## src/rtl/multicycle_ctrl_fsm_pkg.sv

```systemverilog
// Shared types and constants for the multi-cycle main controller.
// Contents:
//   INST_WIDTH        instruction word width
//   OPC_*             supported major opcodes (LOAD, STORE, ARITH, BRANCH)
//   FUNCT3_*/FUNCT7_* funct fields accepted by the ALU control decoder
//   ctrl_state_t      controller state encoding (3 bits, exported on state_o)
//   alu_ctrl_t        ALU operation encoding driven on alu_ctrl_o
//   op_class_t        instruction class latched at fetch time
package multicycle_ctrl_fsm_pkg;

   localparam int unsigned INST_WIDTH = 32;

   localparam logic [6:0] OPC_LOAD   = 7'b0000011;
   localparam logic [6:0] OPC_STORE  = 7'b0100011;
   localparam logic [6:0] OPC_ARITH  = 7'b0110011;
   localparam logic [6:0] OPC_BRANCH = 7'b1100011;

   localparam logic [2:0] FUNCT3_ADDSUB = 3'b000;
   localparam logic [2:0] FUNCT3_AND    = 3'b111;
   localparam logic [2:0] FUNCT3_OR     = 3'b110;
   localparam logic [2:0] FUNCT3_BEQ    = 3'b000;

   localparam logic [6:0] FUNCT7_BASE = 7'b0000000;
   localparam logic [6:0] FUNCT7_ALT  = 7'b0100000;

   typedef enum logic [2:0] {
      StFetch     = 3'd0,
      StDecode    = 3'd1,
      StExecute   = 3'd2,
      StMem       = 3'd3,
      StWriteback = 3'd4,
      StHalt      = 3'd5
   } ctrl_state_t;

   typedef enum logic [2:0] {
      AluAnd = 3'b000,
      AluOr  = 3'b001,
      AluAdd = 3'b010,
      AluSub = 3'b110
   } alu_ctrl_t;

   typedef enum logic [1:0] {
      OpArith,
      OpLoad,
      OpStore,
      OpBranch
   } op_class_t;

endpackage

```

## src/rtl/multicycle_ctrl_fsm_alu_ctrl_decoder.sv

```systemverilog
// Combinational instruction decoder for the multi-cycle controller.
// Ports:
//   opcode_i    instruction bits [6:0]
//   funct3_i    instruction bits [14:12]
//   funct7_i    instruction bits [31:25]
//   alu_ctrl_o  ALU operation for this instruction (ADD when not meaningful)
//   op_class_o  instruction class (ARITH/LOAD/STORE/BRANCH)
//   illegal_o   opcode or funct combination not supported
module multicycle_ctrl_fsm_alu_ctrl_decoder
   import multicycle_ctrl_fsm_pkg::*;
(
   input  logic [6:0] opcode_i,
   input  logic [2:0] funct3_i,
   input  logic [6:0] funct7_i,
   output alu_ctrl_t  alu_ctrl_o,
   output op_class_t  op_class_o,
   output logic       illegal_o
);

   always_comb begin
      alu_ctrl_o = AluAdd;
      op_class_o = OpArith;
      illegal_o  = 1'b0;
      case (opcode_i)
         OPC_ARITH: begin
            op_class_o = OpArith;
            if (funct3_i == FUNCT3_ADDSUB && funct7_i == FUNCT7_BASE) begin
               alu_ctrl_o = AluAdd;
            end else if (funct3_i == FUNCT3_ADDSUB && funct7_i == FUNCT7_ALT) begin
               alu_ctrl_o = AluSub;
            end else if (funct3_i == FUNCT3_AND && funct7_i == FUNCT7_BASE) begin
               alu_ctrl_o = AluAnd;
            end else if (funct3_i == FUNCT3_OR && funct7_i == FUNCT7_BASE) begin
               alu_ctrl_o = AluOr;
            end else begin
               illegal_o = 1'b1;
            end
         end
         // Address generation: base + immediate, any access width accepted.
         OPC_LOAD:  op_class_o = OpLoad;
         OPC_STORE: op_class_o = OpStore;
         OPC_BRANCH: begin
            op_class_o = OpBranch;
            alu_ctrl_o = AluSub;
            illegal_o  = (funct3_i != FUNCT3_BEQ);
         end
         default: illegal_o = 1'b1;
      endcase
   end

endmodule

```

## src/rtl/multicycle_ctrl_fsm.sv

```systemverilog
// Multi-cycle main controller for the RV64 subset datapath (LOAD/STORE/ARITH/BEQ).
// Sequences FETCH/DECODE/EXECUTE/MEM/WRITEBACK, handshakes with instruction and data
// memory and drives the PC, IR, register file, ALU and memory strobes.
// Optional feature macro: CTRL_PERF_CNT_EN enables the cycle/retired performance counters;
// when undefined both counter outputs are tied to zero.
// Ports:
//   clk, reset            clock; synchronous active-high reset
//   en_i                  allow a new fetch (only looked at in FETCH)
//   instr_i, imem_ready_i instruction word and its valid/ready
//   dmem_ready_i          data access complete
//   alu_zero_i            ALU zero flag for BEQ
//   imem_req_o, ir_load_o fetch request and IR latch strobe
//   pc_write_o, pc_src_o  PC update pulse and source select (1: branch target)
//   alu_src_b_o, alu_ctrl_o  ALU operand B select and operation
//   dmem_req_o, dmem_we_o data access request and write enable
//   mem_to_reg_o, rf_we_o writeback source and register file write enable
//   illegal_o             sticky illegal-instruction flag
//   state_o               current state (debug)
//   cycle_cnt_o, retired_cnt_o  performance counters
module multicycle_ctrl_fsm
   import multicycle_ctrl_fsm_pkg::*;
#(
   parameter int unsigned CNT_WIDTH = 32
) (
   input  logic                  clk,
   input  logic                  reset,
   input  logic                  en_i,
   input  logic [INST_WIDTH-1:0] instr_i,
   input  logic                  imem_ready_i,
   input  logic                  dmem_ready_i,
   input  logic                  alu_zero_i,
   output logic                  imem_req_o,
   output logic                  ir_load_o,
   output logic                  pc_write_o,
   output logic                  pc_src_o,
   output logic                  alu_src_b_o,
   output alu_ctrl_t             alu_ctrl_o,
   output logic                  dmem_req_o,
   output logic                  dmem_we_o,
   output logic                  mem_to_reg_o,
   output logic                  rf_we_o,
   output logic                  illegal_o,
   output logic [2:0]            state_o,
   output logic [CNT_WIDTH-1:0]  cycle_cnt_o,
   output logic [CNT_WIDTH-1:0]  retired_cnt_o
);

   ctrl_state_t state_q, state_d;
   op_class_t   op_q;
   alu_ctrl_t   alu_q;
   logic        dec_illegal_q;
   logic        illegal_q, illegal_d;

   alu_ctrl_t   dec_alu;
   op_class_t   dec_op;
   logic        dec_illegal;

   // Operand/immediate fields belong to the datapath, not the controller.
   logic        unused_instr;
   assign unused_instr = ^{instr_i[24:15], instr_i[11:7]};

   // Decode straight off instr_i so the result is registered alongside the IR.
   multicycle_ctrl_fsm_alu_ctrl_decoder u_alu_ctrl_decoder (
      .opcode_i   (instr_i[6:0]),
      .funct3_i   (instr_i[14:12]),
      .funct7_i   (instr_i[31:25]),
      .alu_ctrl_o (dec_alu),
      .op_class_o (dec_op),
      .illegal_o  (dec_illegal)
   );

   always_ff @(posedge clk) begin
      if (reset) begin
         state_q       <= StFetch;
         op_q          <= OpArith;
         alu_q         <= AluAdd;
         dec_illegal_q <= 1'b0;
         illegal_q     <= 1'b0;
      end else begin
         state_q   <= state_d;
         illegal_q <= illegal_d;
         if (ir_load_o) begin
            op_q          <= dec_op;
            alu_q         <= dec_alu;
            dec_illegal_q <= dec_illegal;
         end
      end
   end

   always_comb begin
      state_d      = state_q;
      illegal_d    = illegal_q;
      imem_req_o   = 1'b0;
      ir_load_o    = 1'b0;
      pc_write_o   = 1'b0;
      pc_src_o     = 1'b0;
      alu_src_b_o  = 1'b0;
      alu_ctrl_o   = AluAdd;
      dmem_req_o   = 1'b0;
      dmem_we_o    = 1'b0;
      mem_to_reg_o = 1'b0;
      rf_we_o      = 1'b0;
      case (state_q)
         StFetch: begin
            if (en_i) begin
               imem_req_o = 1'b1;
               if (imem_ready_i) begin
                  ir_load_o = 1'b1;
                  state_d   = StDecode;
               end
            end
         end
         StDecode: begin
            if (dec_illegal_q) begin
               illegal_d = 1'b1;
               state_d   = StHalt;
            end else begin
               alu_ctrl_o = alu_q;
               state_d    = StExecute;
            end
         end
         StExecute: begin
            alu_ctrl_o = alu_q;
            case (op_q)
               OpArith: state_d = StWriteback;
               OpLoad, OpStore: begin
                  alu_src_b_o = 1'b1;
                  state_d     = StMem;
               end
               OpBranch: begin
                  pc_write_o = 1'b1;
                  pc_src_o   = alu_zero_i;
                  state_d    = StFetch;
               end
               default: state_d = StFetch;
            endcase
         end
         StMem: begin
            alu_ctrl_o  = alu_q;
            alu_src_b_o = 1'b1;
            dmem_req_o  = 1'b1;
            dmem_we_o   = (op_q == OpStore);
            if (dmem_ready_i) begin
               if (op_q == OpStore) begin
                  pc_write_o = 1'b1;
                  state_d    = StFetch;
               end else begin
                  state_d = StWriteback;
               end
            end
         end
         StWriteback: begin
            alu_ctrl_o   = alu_q;
            alu_src_b_o  = (op_q != OpArith);
            rf_we_o      = 1'b1;
            mem_to_reg_o = (op_q == OpLoad);
            pc_write_o   = 1'b1;
            state_d      = StFetch;
         end
         StHalt: state_d = StHalt;
         default: state_d = StFetch;
      endcase
   end

   assign illegal_o = illegal_q;
   assign state_o   = state_q;

`ifdef CTRL_PERF_CNT_EN
   localparam logic [CNT_WIDTH-1:0] CntOne = {{(CNT_WIDTH-1){1'b0}}, 1'b1};

   logic [CNT_WIDTH-1:0] cycle_cnt_q, retired_cnt_q;

   // Idle FETCH (en_i low) and HALT are not active cycles; both counters wrap naturally.
   always_ff @(posedge clk) begin
      if (reset) begin
         cycle_cnt_q   <= '0;
         retired_cnt_q <= '0;
      end else begin
         if (state_q != StHalt && !(state_q == StFetch && !en_i)) begin
            cycle_cnt_q <= cycle_cnt_q + CntOne;
         end
         if (pc_write_o) begin
            retired_cnt_q <= retired_cnt_q + CntOne;
         end
      end
   end

   assign cycle_cnt_o   = cycle_cnt_q;
   assign retired_cnt_o = retired_cnt_q;
`else
   assign cycle_cnt_o   = '0;
   assign retired_cnt_o = '0;
`endif

endmodule

```

## config.mk

```make
export PLATFORM = sky130hd
export DESIGN_NAME = multicycle_ctrl_fsm
export DESIGN_NICKNAME = d
export VERILOG_FILES = /design/src/rtl/multicycle_ctrl_fsm_pkg.sv /design/src/rtl/multicycle_ctrl_fsm_alu_ctrl_decoder.sv /design/src/rtl/multicycle_ctrl_fsm.sv
export SDC_FILE = /design/constraint.sdc
export NUM_CORES = 1
export LEC_CHECK = 0
export ABC_AREA = 1
export CAP_MARGIN = 10
export CORE_ASPECT_RATIO = 1.4
export CORE_UTILIZATION = 32
export DETAILED_ROUTE_END_ITERATION = 6
export PLACE_DENSITY = 0.9
export SLEW_MARGIN = 40
export SYNTH_ARGS = -nofsm -noshare
export SYNTH_HDL_FRONTEND = slang
export SYNTH_HIERARCHICAL = 1
export SYNTH_SLANG_ARGS = --single-unit
```

## constraint.sdc

```tcl
create_clock -name clk -period 1.55 [get_ports clk]
set_input_delay 0.31 -clock clk [delete_from_list [all_inputs] [get_ports clk]]
set_output_delay 0.31 -clock clk [all_outputs]
set_load 0.02 [all_outputs]
```

==> results of run 1 <==
==> layer usage <==
metal,vias up,routed length [um],track usage [%]
li1,643,-,-
met1,546,933,12.0
met2,87,1480,24.4
met3,13,283,3.29
met4,0,123,6.34
met5,-,0,0
==> report_power, final <==
| part | switching, mW | internal [mW] | total [mW] |
|---|---|---|---|
| Sequential | 0.0414 | 0.293 | 0.335 |
| Clock | 0.0934 | 0.223 | 0.316 |
| Combinational | 0.423 | 0.295 | 0.718 |
| Total | 0.558 | 0.811 | 1.37 |
==> cells in the mapped netlist <==
library cell / count / area share (%)
nand4_2: 1 / 0.94
inv_1: 21 / 5.9
nor3_2: 1 / 0.75
nand2_1: 30 / 8.4
o211ai_1: 1 / 0.56
nand2_2: 4 / 1.9
a21oi_1: 9 / 3.4
nor2_1: 20 / 5.6
nor2_4: 2 / 1.7
a21oi_2: 2 / 1.3
dfxtp_1: 10 / 15
nand4_1: 2 / 0.94
nor2_2: 6 / 2.8
buf_4: 64 / 36
nand3_2: 1 / 0.75
buf_6: 1 / 0.84
nor3_1: 1 / 0.37
conb_1: 1 / 0.28
inv_2: 5 / 1.4
nand3_1: 9 / 3.4
o21ai_1: 4 / 1.5
ha_1: 5 / 4.7
o21ai_2: 1 / 0.65
o21ai_0: 3 / 1.1
==> sequential cells by signal, summed over array words and instances (netlist names) <==
name           count
alu_q              3
dec_illegal_q      1
op_q               2
state_o            3
illegal_o          1
==> what timing repair did <==
action / in CTS / in global routing
resized for setup: 75 / 19
pin swaps: 9 / 9
endpoints found under the setup margin: 15 / 14
buffers inserted: 7 / 4
hold endpoints to repair: 0 / 0
==> final timing paths <==
path / from / end / cells past startpoint
worst min-delay path: alu_q[0] / alu_q[0] / 2
worst max register to register: state_o[1] / state_o[2] / 11
worst min register to register: alu_q[0] / alu_q[0] / 2
worst max-delay path: state_o[0] / alu_ctrl_o[0] / 6
==> final cells by class <==
cell class	count	area, um^2	share of cell area [%]
clock buffer	4	55.1	2.90
inverter	26	100	5.27
multi-input combinational	166	890	46.8
sequential	10	214	11.3
tap	43	53.8	2.83
timing repair buffer	69	587	30.9
==> worst reg2reg max path, delay by kind of cell (launching register included) <==
| family | cells | cell delay [ns] |
|---|---|---|
| flops | 1 | 0.38 |
| simple gates | 6 | 0.42 |
| buf+inv | 5 | 0.63 |
==> through the flow <==
step	setup slack, ns	area, um^2
2_1_floorplan	0.0588	1580
6_report	-0.0513	1900
5_1_grt	-0.0958	1900
3_5_place_dp	-0.422	1680
4_1_cts	-0.0783	1810
3_3_place_gp	-0.416	1680
==> cells by family after synthesis <==
family,Yosys count
fa+ha+maj,5
compound gates,20
buf+inv,91
simple gates,77
other cells,1
flops,10
==> flow_summary.json, run 1 <==
{
  "r2r_slack_ns": 0.01,
  "grt_overflow": 0,
  "cts_max_level": 1,
  "critPathTopFamily": "simple AND/OR/NAND/NOR gates",
  "worstPathArrival_ns": 1.29,
  "drtAntennaViolNets": 0,
  "core_mm2": 0.00395,
  "num_rows": 27,
  "final_cell_mix": "64 x conb_1, 35 x buf_4, 26 x nand2_1",
  "yosysSeqAreaShare_pct": 15.0,
  "finalHoldViolCount": 0,
  "cp_slowest_cell": "dfxtp_4",
  "dieArea_mm2": 0.00445,
  "finalSetupTns_ns": -0.163,
  "start_util_pct": 33.8,
  "crit_path_frequent_cell": "nand2_2",
  "fin_crit_sh_pct": 103,
  "synth_xor_area_share_pct": 0,
  "p_leak_nw": 1.00,
  "cts_tree": "done",
  "synth_top_family_by_area": "buffers and inverters",
  "postCtsHoldBufs": 0,
  "endpoint_kind": "primary output",
  "initialDrtViolationCount": 57,
  "netlist_area_mm2": 0.00134,
  "antenna_found_initial": 0,
  "dp_hpwl_mm": 2.06,
  "whs_ns": 0.463,
  "startpoint_type": "flop",
  "synth_compound_area_share_pct": 8.51,
  "clock-sinks": 10,
  "vias": 1289,
  "syn_to_final_growth_pct": 42.0,
  "placed_cells": 304,
  "yosys_warnings": 6,
  "drc": 0,
  "cts_max_path_buffers": 2,
  "synthSimpleGateAreaFrac_pct": 27.5,
  "cpPeakStageDelay_ns": 0.37,
  "violations": "setup timing",
  "p_total_mw": 1.37,
  "final_common_cell": "conb_1",
  "synthAdderAreaFrac_pct": 4.68,
  "io_pins": 118,
  "path_clk_slew_ns": 0.05,
  "cts_root_buf": "clkbuf_8",
  "critPathKind": "flop to primary output",
  "finalSetupViolCount": 5,
  "io_buffers": 38,
  "first_pass_iters": 4,
  "synth_mux_area_share_pct": 0,
  "status": "complete, but fails checks",
  "fmax_ghz": 0.625,
  "drive_above_1_share_pct": 32.7,
  "cp_max_fo": 5,
  "grt_pass1_wl_mm": 4.61,
  "wl_per_cell_um": 8.86,
  "ir_drop_v": 0.000681,
  "cp_cell_sequence": "nor2_4, nand2_2, nand2_2, a21oi_2, nor2_1, buf_4",
  "die_h_um": 78.5,
  "fin_nets": 319,
  "synth.avg_cell_area_um2": 6.56,
  "wl_mm": 2.82,
  "maxSlewViolCount": 0,
  "max_cap_viol_count": 0,
  "path_buf_inv": 1,
  "power_density_mw_per_mm2": 721,
  "clk_latency_ns": 0.23,
  "vias_per_cell": 4.05,
  "grt_start_max_net_pins": 12,
  "clock_skew_ns": 0.00204,
  "rsz0062_at_grt": "true",
  "stdcell_count": 318,
  "synth_cells": 204,
  "cts-buffers-inserted": 3,
  "yosys_register_bits": 10,
  "fin_ws_ns": -0.0513,
  "fillCellCount": 395,
  "die_w_um": 56.6,
  "required_ns": 1.24,
  "fin_util_pct": 48.1,
  "period_minus_slack_ns": 1.60,
  "synth.distinct_cells": 24,
  "hp-class": "flop to flop",
  "grt_pass1_vias": 1171,
  "track_usage_pct": 12.7,
  "place_congestion": 0.880,
  "diodes": 0
}
Power figures use the tool's default switching activity.
==> inputs of run 2 (changes only) <==
- CAP_MARGIN: 10 -> default
==> results of run 2 <==
Final layout, timing and power as in run 1 (identical DEF).
